$ cat src/rtl/mips_cycle_ctrl_if.sv
// Bus/strobe bundle between the MIPS cycle controller and the memory/datapath side.
// slave = controller side, master = bus/datapath side driving the status inputs.
interface mips_cycle_ctrl_if #(
  parameter int unsigned CNT_W = 32
);
  logic             waitrequest_i;
  logic             mem_access_i;
  logic             halt_req_i;
  logic [1:0]       state_o;
  logic             mem_read_o;
  logic             ir_wen_o;
  logic             pc_wen_o;
  logic             active_o;
  logic             fault_o;
  logic [CNT_W-1:0] instr_count_o;
  logic [CNT_W-1:0] stall_count_o;

  modport slave (
    input  waitrequest_i, mem_access_i, halt_req_i,
    output state_o, mem_read_o, ir_wen_o, pc_wen_o, active_o, fault_o,
           instr_count_o, stall_count_o
  );

  modport master (
    output waitrequest_i, mem_access_i, halt_req_i,
    input  state_o, mem_read_o, ir_wen_o, pc_wen_o, active_o, fault_o,
           instr_count_o, stall_count_o
  );
endinterface

$ cat src/rtl/mips_cycle_ctrl.sv
// Multicycle FETCH/EXEC1/EXEC2 sequencer with waitrequest stalls, halt and bus timeout.
// Optional perf counters are built when CTRL_PERF_CNT_EN is defined.
module mips_cycle_ctrl #(
  parameter int unsigned MAX_WAIT = 255,
  parameter int unsigned CNT_W    = 32
) (
  input  logic                 clk,
  input  logic                 reset_i,
  mips_cycle_ctrl_if.slave     bus
);

  typedef enum logic [1:0] {
    S_FETCH  = 2'd0,
    S_EXEC1  = 2'd1,
    S_EXEC2  = 2'd2,
    S_HALTED = 2'd3
  } state_t;

  localparam int unsigned     WC_W   = (MAX_WAIT == 0) ? 1 : $clog2(MAX_WAIT + 1);
  localparam logic [WC_W-1:0] WC_MAX = '1;

  state_t          state_q, state_d;
  logic            acc_q, acc_d;
  logic            fault_q, fault_d;
  logic [WC_W-1:0] wait_q, wait_d;

  logic mem_read_c, ir_wen_c, pc_wen_c, stalled_c, timeout_c;

  // State, access flag, fault and stall-run registers
  always_ff @(posedge clk or posedge reset_i) begin
    if (reset_i) begin
      state_q <= S_FETCH;
      acc_q   <= 1'b0;
      fault_q <= 1'b0;
      wait_q  <= '0;
    end else begin
      state_q <= state_d;
      acc_q   <= acc_d;
      fault_q <= fault_d;
      wait_q  <= wait_d;
    end
  end

  // Next-state and strobe decode
  always_comb begin
    state_d    = state_q;
    acc_d      = acc_q;
    fault_d    = fault_q;
    wait_d     = '0;
    mem_read_c = 1'b0;
    ir_wen_c   = 1'b0;
    pc_wen_c   = 1'b0;
    stalled_c  = 1'b0;
    timeout_c  = 1'b0;

    case (state_q)
      S_FETCH: begin
        mem_read_c = 1'b1;
        if (!bus.waitrequest_i) state_d = S_EXEC1;
      end
      S_EXEC1: begin
        ir_wen_c = 1'b1;
        acc_d    = bus.mem_access_i;
        state_d  = S_EXEC2;
      end
      S_EXEC2: begin
        mem_read_c = acc_q;
        if (!acc_q || !bus.waitrequest_i) begin
          pc_wen_c = 1'b1;
          state_d  = bus.halt_req_i ? S_HALTED : S_FETCH;
        end
      end
      default: ;
    endcase

    stalled_c = mem_read_c & bus.waitrequest_i;
    if (stalled_c) begin
      wait_d = (wait_q == WC_MAX) ? wait_q : wait_q + WC_W'(1);
    end

    // The MAX_WAIT-th consecutive stalled cycle is the timeout cycle
    timeout_c = stalled_c && (MAX_WAIT != 0) && ((32'(wait_q) + 32'd1) >= MAX_WAIT);
    if (timeout_c) begin
      state_d  = S_HALTED;
      fault_d  = 1'b1;
      pc_wen_c = 1'b0;
      ir_wen_c = 1'b0;
    end
  end

  assign bus.state_o    = state_q;
  assign bus.mem_read_o = mem_read_c & ~reset_i;
  assign bus.ir_wen_o   = ir_wen_c & ~reset_i;
  assign bus.pc_wen_o   = pc_wen_c & ~reset_i;
  assign bus.active_o   = (state_q != S_HALTED);
  assign bus.fault_o    = fault_q;

`ifdef CTRL_PERF_CNT_EN
  logic [CNT_W-1:0] instr_cnt_q, stall_cnt_q;

  // Retired-instruction and stall-cycle counters, wrapping
  always_ff @(posedge clk or posedge reset_i) begin
    if (reset_i) begin
      instr_cnt_q <= '0;
      stall_cnt_q <= '0;
    end else begin
      if (pc_wen_c)  instr_cnt_q <= instr_cnt_q + CNT_W'(1);
      if (stalled_c) stall_cnt_q <= stall_cnt_q + CNT_W'(1);
    end
  end

  assign bus.instr_count_o = instr_cnt_q;
  assign bus.stall_count_o = stall_cnt_q;
`else
  assign bus.instr_count_o = CNT_W'(0);
  assign bus.stall_count_o = CNT_W'(0);
`endif

endmodule
$ cat src/flat_wrapper.sv
// flat-port wrapper written by rule: the top's interface ports become plain ports
module mips_cycle_ctrl_flat 
#(
  parameter int unsigned MAX_WAIT = 255,
  parameter int unsigned CNT_W    = 32
)
  (clk, reset_i, bus_waitrequest_i, bus_mem_access_i, bus_halt_req_i, bus_state_o, bus_mem_read_o, bus_ir_wen_o, bus_pc_wen_o, bus_active_o, bus_fault_o, bus_instr_count_o, bus_stall_count_o);
  mips_cycle_ctrl_if #(.CNT_W(CNT_W)) bus_i ();
  input  logic clk;
  input  logic reset_i;
  input wire logic [$bits(bus_i.waitrequest_i)-1:0] bus_waitrequest_i;
  input wire logic [$bits(bus_i.mem_access_i)-1:0] bus_mem_access_i;
  input wire logic [$bits(bus_i.halt_req_i)-1:0] bus_halt_req_i;
  output wire logic [$bits(bus_i.state_o)-1:0] bus_state_o;
  output wire logic [$bits(bus_i.mem_read_o)-1:0] bus_mem_read_o;
  output wire logic [$bits(bus_i.ir_wen_o)-1:0] bus_ir_wen_o;
  output wire logic [$bits(bus_i.pc_wen_o)-1:0] bus_pc_wen_o;
  output wire logic [$bits(bus_i.active_o)-1:0] bus_active_o;
  output wire logic [$bits(bus_i.fault_o)-1:0] bus_fault_o;
  output wire logic [$bits(bus_i.instr_count_o)-1:0] bus_instr_count_o;
  output wire logic [$bits(bus_i.stall_count_o)-1:0] bus_stall_count_o;
  assign bus_i.waitrequest_i = bus_waitrequest_i;
  assign bus_i.mem_access_i = bus_mem_access_i;
  assign bus_i.halt_req_i = bus_halt_req_i;
  assign bus_state_o = bus_i.state_o;
  assign bus_mem_read_o = bus_i.mem_read_o;
  assign bus_ir_wen_o = bus_i.ir_wen_o;
  assign bus_pc_wen_o = bus_i.pc_wen_o;
  assign bus_active_o = bus_i.active_o;
  assign bus_fault_o = bus_i.fault_o;
  assign bus_instr_count_o = bus_i.instr_count_o;
  assign bus_stall_count_o = bus_i.stall_count_o;
  mips_cycle_ctrl #(.MAX_WAIT(MAX_WAIT), .CNT_W(CNT_W)) u_core (.clk(clk), .reset_i(reset_i), .bus(bus_i));
endmodule
$ cat config.mk
export PLATFORM = sky130hd
export DESIGN_NAME = mips_cycle_ctrl_flat
export DESIGN_NICKNAME = d
export VERILOG_FILES = /design/src/rtl/mips_cycle_ctrl_if.sv /design/src/rtl/mips_cycle_ctrl.sv /design/src/flat_wrapper.sv
export SDC_FILE = /design/constraint.sdc
export NUM_CORES = 1
export LEC_CHECK = 0
export ABC_AREA = 0
export BUFFER_PORTS_ARGS = -buffer_cell sky130_fd_sc_hd__buf_4
export CORE_MARGIN = 3
export CORE_UTILIZATION = 43
export DETAILED_ROUTE_END_ITERATION = 12
export PLACE_DENSITY_LB_ADDON = 0.1
export SYNTH_ARGS = -nofsm -noshare
export SYNTH_HDL_FRONTEND = slang
export SYNTH_SLANG_ARGS = --single-unit
$ cat constraint.sdc
create_clock -name clk -period 1.9 [get_ports clk]
set_input_delay 0.285 -clock clk [delete_from_list [all_inputs] [get_ports clk]]
set_output_delay 0.285 -clock clk [all_outputs]
set_load 0.01 [all_outputs]
After elaboration in Yosys (flattened, before gate mapping). Cells that the tools add are included.

Reductions and logical operators: 7. Mux-type cells: 13. Div/mod/pow operators: 0. Bitwise operators: 5. Add/subtract/negate cells: 2. Eq/ne operators: 7. Shift-type cells: 0. $lt $le $gt $ge: 1. $mul: 0.

Operator list (count): $ge 32x8->1 const B (1); $mux 8 (2); $add 8x1->9 const B (1); $add 8x1->8 const B (1); $eq 8x8->1 const B (1); $mux 2 (4); $pmux 2 s3 (1); $mux 1 (5); $and 1x1->1 (4); $ne 2x2->1 const B (2); $reduce_bool 4->1 (1); $ne 3x1->1 const B (1); $ne 3x2->1 const B (1); $reduce_and 3->1 (1); $eq 2x1->1 const B (1); $eq 2x2->1 const B (1); $logic_not 1->1 (2); $logic_not 2->1 (1); $pmux 1 s2 (1); $logic_and 1x1->1 (1); $logic_or 1x1->1 (1); $not 1->1 (1).

Bits in registers: 12. Bits in writable memories: 0. Memories: 0. Bits of input ports: 5. ROM bits: 0. Output and inout port bits: 71. Latch bits: 0.

Depth between registers and ports, before layout.
Word-level depth: 6. Mapped depth: 6. Mapped depth without buffers: 6.

Worst setup path after synthesis. No wires, ideal clock.

Path kind: reg-to-output. Start point: register u_core.wait_q[0]. End point: output bus_ir_wen_o. Slack: 190 ps. Data arrival time: 1425 ps. Data required time: 1615 ps. Stages on the path, launching flop included: 7. Cells stage by stage: dfrtp_1 inv_1 ha_1 mux2_1 nand3_1 a221o_1 o211a_1.

Cells in the longest elaborated chain, start to end: 5.

RTL lines: start: declaration (RTL line mips_cycle_ctrl.sv:25) `logic [WC_W-1:0] wait_q, wait_d;`; start signal: assignment (RTL line mips_cycle_ctrl.sv:40) `wait_q <= wait_d;`; $add 8x1->9 (RTL line mips_cycle_ctrl.sv:82) `timeout_c = stalled_c && (MAX_WAIT != 0) && ((32'(wait_q) + 32'd1) >= MAX_WAIT);`; $ge 32x8->1 (RTL line mips_cycle_ctrl.sv:82); $logic_and 1x1->1 (RTL line mips_cycle_ctrl.sv:82); $mux 1 (RTL line mips_cycle_ctrl.sv:83) `if (timeout_c) begin`; $and 1x1->1 (RTL line mips_cycle_ctrl.sv:93) `assign bus.ir_wen_o = ir_wen_c & ~reset_i;`; end: declaration (RTL line flat_wrapper.sv:16) `output wire logic [$bits(bus_i.ir_wen_o)-1:0] bus_ir_wen_o;`.

No other way between the ends.

Final worst setup path. Same ends and word-level chain as after synthesis.

==> out/metrics.csv <==
metric,value,unit
outcome,finished with violations,
violations,setup timing,
seq_area_frac_synth,0.242,
post-route-util,0.479,
reg2reg_depth,6,
cp_cell_sequence,inv_1 -> ha_2 -> mux2_4 -> nand3_2 -> a221o_1 -> o211a_1 -> buf_6,
timing.rr.start,u_core.wait_q[1],
critical-path-max-stage-delay,420,ps
synth-edff-count,0,
reg2reg_to,u_core.wait_q[0],
peakVddDrop,0.000490,V
cpMaxStageDelayCell,dfrtp_1,
cell_internal_pwr,0.666,mW
end_kind,output port,
finalWirelength,2.05,mm
wl_per_cell,10.3,microns
syn_area,1240,sq um
io-pin-count,76,
port_buffers,11,
mostFrequentLayoutCells,"64 x conb_1, 18 x buf_4, 12 x dfrtp_1",
swShare,0.385,
antenna_found_initial,0,
grt_max_degree,10,
slew_viol_final,0,
grt_use_total,0.103,
path_buf_inv,2,
endpoint,bus_ir_wen_o,
grt_pass1_wl,2.82,mm
diodes,0,
worstPathMaxFanout,5,
tns,-483,ps
clock_sinks,12,
criticalPathCategory,flip-flop to output port,
hold_class,input pin to flip-flop,
vias,828,
yosysWarnings,0,
crit_path_start_kind,flip-flop,
rsz0062_at_grt,true,
insertion_delay,270,ps
seqPwrFrac,0.312,
cp.required,1620,ps
gp_congestion,0.801,
layout_min_cycle_time,2150,ps
die_w,59.7,microns
startpoint,u_core.wait_q[0],
dpl.hpwl,1.63,mm
finalSetupViolations,2,
drv_cap,0,
start_util,0.475,
nets,181,
worst_hold_slack,247,ps
avgSynthCellArea,8.55,sq um
area_growth_syn_to_layout,0.908,%
p_leak,0.677,nW
cts_tree,built,
power.clock.fraction,0.188,
core,2610,sq um
first_pass_iters,4,
power_frac_comb,0.500,
netlist_instances,145,
final_common_cell,conb_1,
clk_pin_slew,70,ps
cts_max_level,1,
first_global_vias,648,
ant_nets,0,
cp_num_cells,7,
fin_worst_skew,3.60,ps
post-route-period-util,1.13,
row_count,18,
cts_made_buffers,3,
p_sw,0.417,mW
worst_slack,-248,ps
layout-drive-gt1-share,0.183,
crit_family,compound AO/OA/AOI/OAI gates,
gr-total-overflow,0,
drcViolationCount,0,
fmax,465,MHz
synth.ff_latch_count,12,
dieArea,3560,sq um
fp.dieH,59.7,microns
final-hold-violation-count,0,
clockBufferDepth,2,
synthArstFlopShare,1.00,
synth.distinct_cells,33,
drt_iter0_drc,20,
avgViaCountPerCell,4.16,
p_per_area,865,nW/um^2
fillers,272,
rrSetupSlack,250,ps
cts_root_buf,clkbuf_4,
ys.flop_type,dfrtp_1,
critPathArrivalTime,1860,ps
[final cells by class]
cell class	count	area, sq um	area share
tap	30	37.5	0.0300
clock buffer	4	36.3	0.0290
multi-input combinational	124	679	0.543
sequential	12	300	0.240
timing repair buffer	21	168	0.134
inverter	8	30.0	0.0240
[state kept, by name, summed over array words and instances (netlist names)]
register and cells:
u_core.acc_q 1, u_core.wait_q 8, u_core.bus.state_o 2, u_core.bus.fault_o 1
[synth_stat cells, types with 2 or more instances]
library cell  number  area, sq um
buf_4             64          480
dfrtp_1           12          300
inv_1              8         30.0
nor2_1             8         30.0
a21oi_1            6         30.0
ha_1               6         75.1
nand3_1            5         25.0
xnor2_1            4         35.0
nand2_1            3         11.3
a21boi_0           2         15.0
and3_1             2         12.5
mux2i_1            2         20.0
nor3_1             2         10.0
o211a_1            2         20.0
[how the worst min path moves through the flow]
stage	from	to	slack (ps)	cells past startpoint
2_1_floorplan	reset_i	u_core.acc_q	170	1
3_3_place_gp	reset_i	u_core.wait_q[7]	240	2
3_5_place_dp	reset_i	u_core.wait_q[7]	240	2
4_1_cts	bus_mem_access_i	u_core.acc_q	240	2
5_1_grt	bus_mem_access_i	u_core.acc_q	240	2
6_report	bus_mem_access_i	u_core.acc_q	250	2
[cell families (layout without fill, tap and decap cells)]
group / after synthesis / after routing / share of synthesized area
and+or+nand+nor: 26 / 26 / 0.104
other: 1 / 64 / 0.00302
adders and majority gates: 6 / 6 / 0.0605
muxes: 4 / 4 / 0.0343
DFF: 12 / 12 / 0.242
xor gates and xnor gates: 4 / 4 / 0.0283
buffers and inverters: 72 / 33 / 0.412
AOI/OAI and AO/OA: 20 / 20 / 0.116
[stage by stage]
step,setup WS (ps),cell area (sq um),total power [mW],instances
2_1_floorplan,190,1480,0.782,208
3_3_place_gp,79.5,1180,0.859,193
3_5_place_dp,72.8,1180,0.859,193
4_1_cts,-224,1230,1.08,199
5_1_grt,-342,1250,1.18,199
6_report,-248,1250,1.08,199
[what timing repair did]
action / in CTS / in global routing
endpoints found under the hold margin: 4 / 0
pin swaps: 1 / 1
hold buffers: 1 / 0
resized for setup: 1 / 5
setup buffers: 1 / 0
setup endpoints to repair: 2 / 2
[power groups by stage]
stage / clock network, mW / registers (mW) / logic (mW)
floorplan: 0 / 0.356 / 0.426
global placement: 0 / 0.345 / 0.514
detailed placement: 0 / 0.346 / 0.514
CTS: 0.216 / 0.339 / 0.529
global route: 0.227 / 0.344 / 0.605
finish: 0.204 / 0.338 / 0.541
[routing by layer]
metal | share of wire | vias to the layer above | track usage
met3 | 0.099 | 2 | 0.0281
met2 | 0.52 | 45 | 0.167
met4 | 0.0093 | 0 | 0.0380
met1 | 0.37 | 382 | 0.130
met5 | 0 | - | 0
li1 | - | 399 | -
Power figures use the tool's default switching activity.
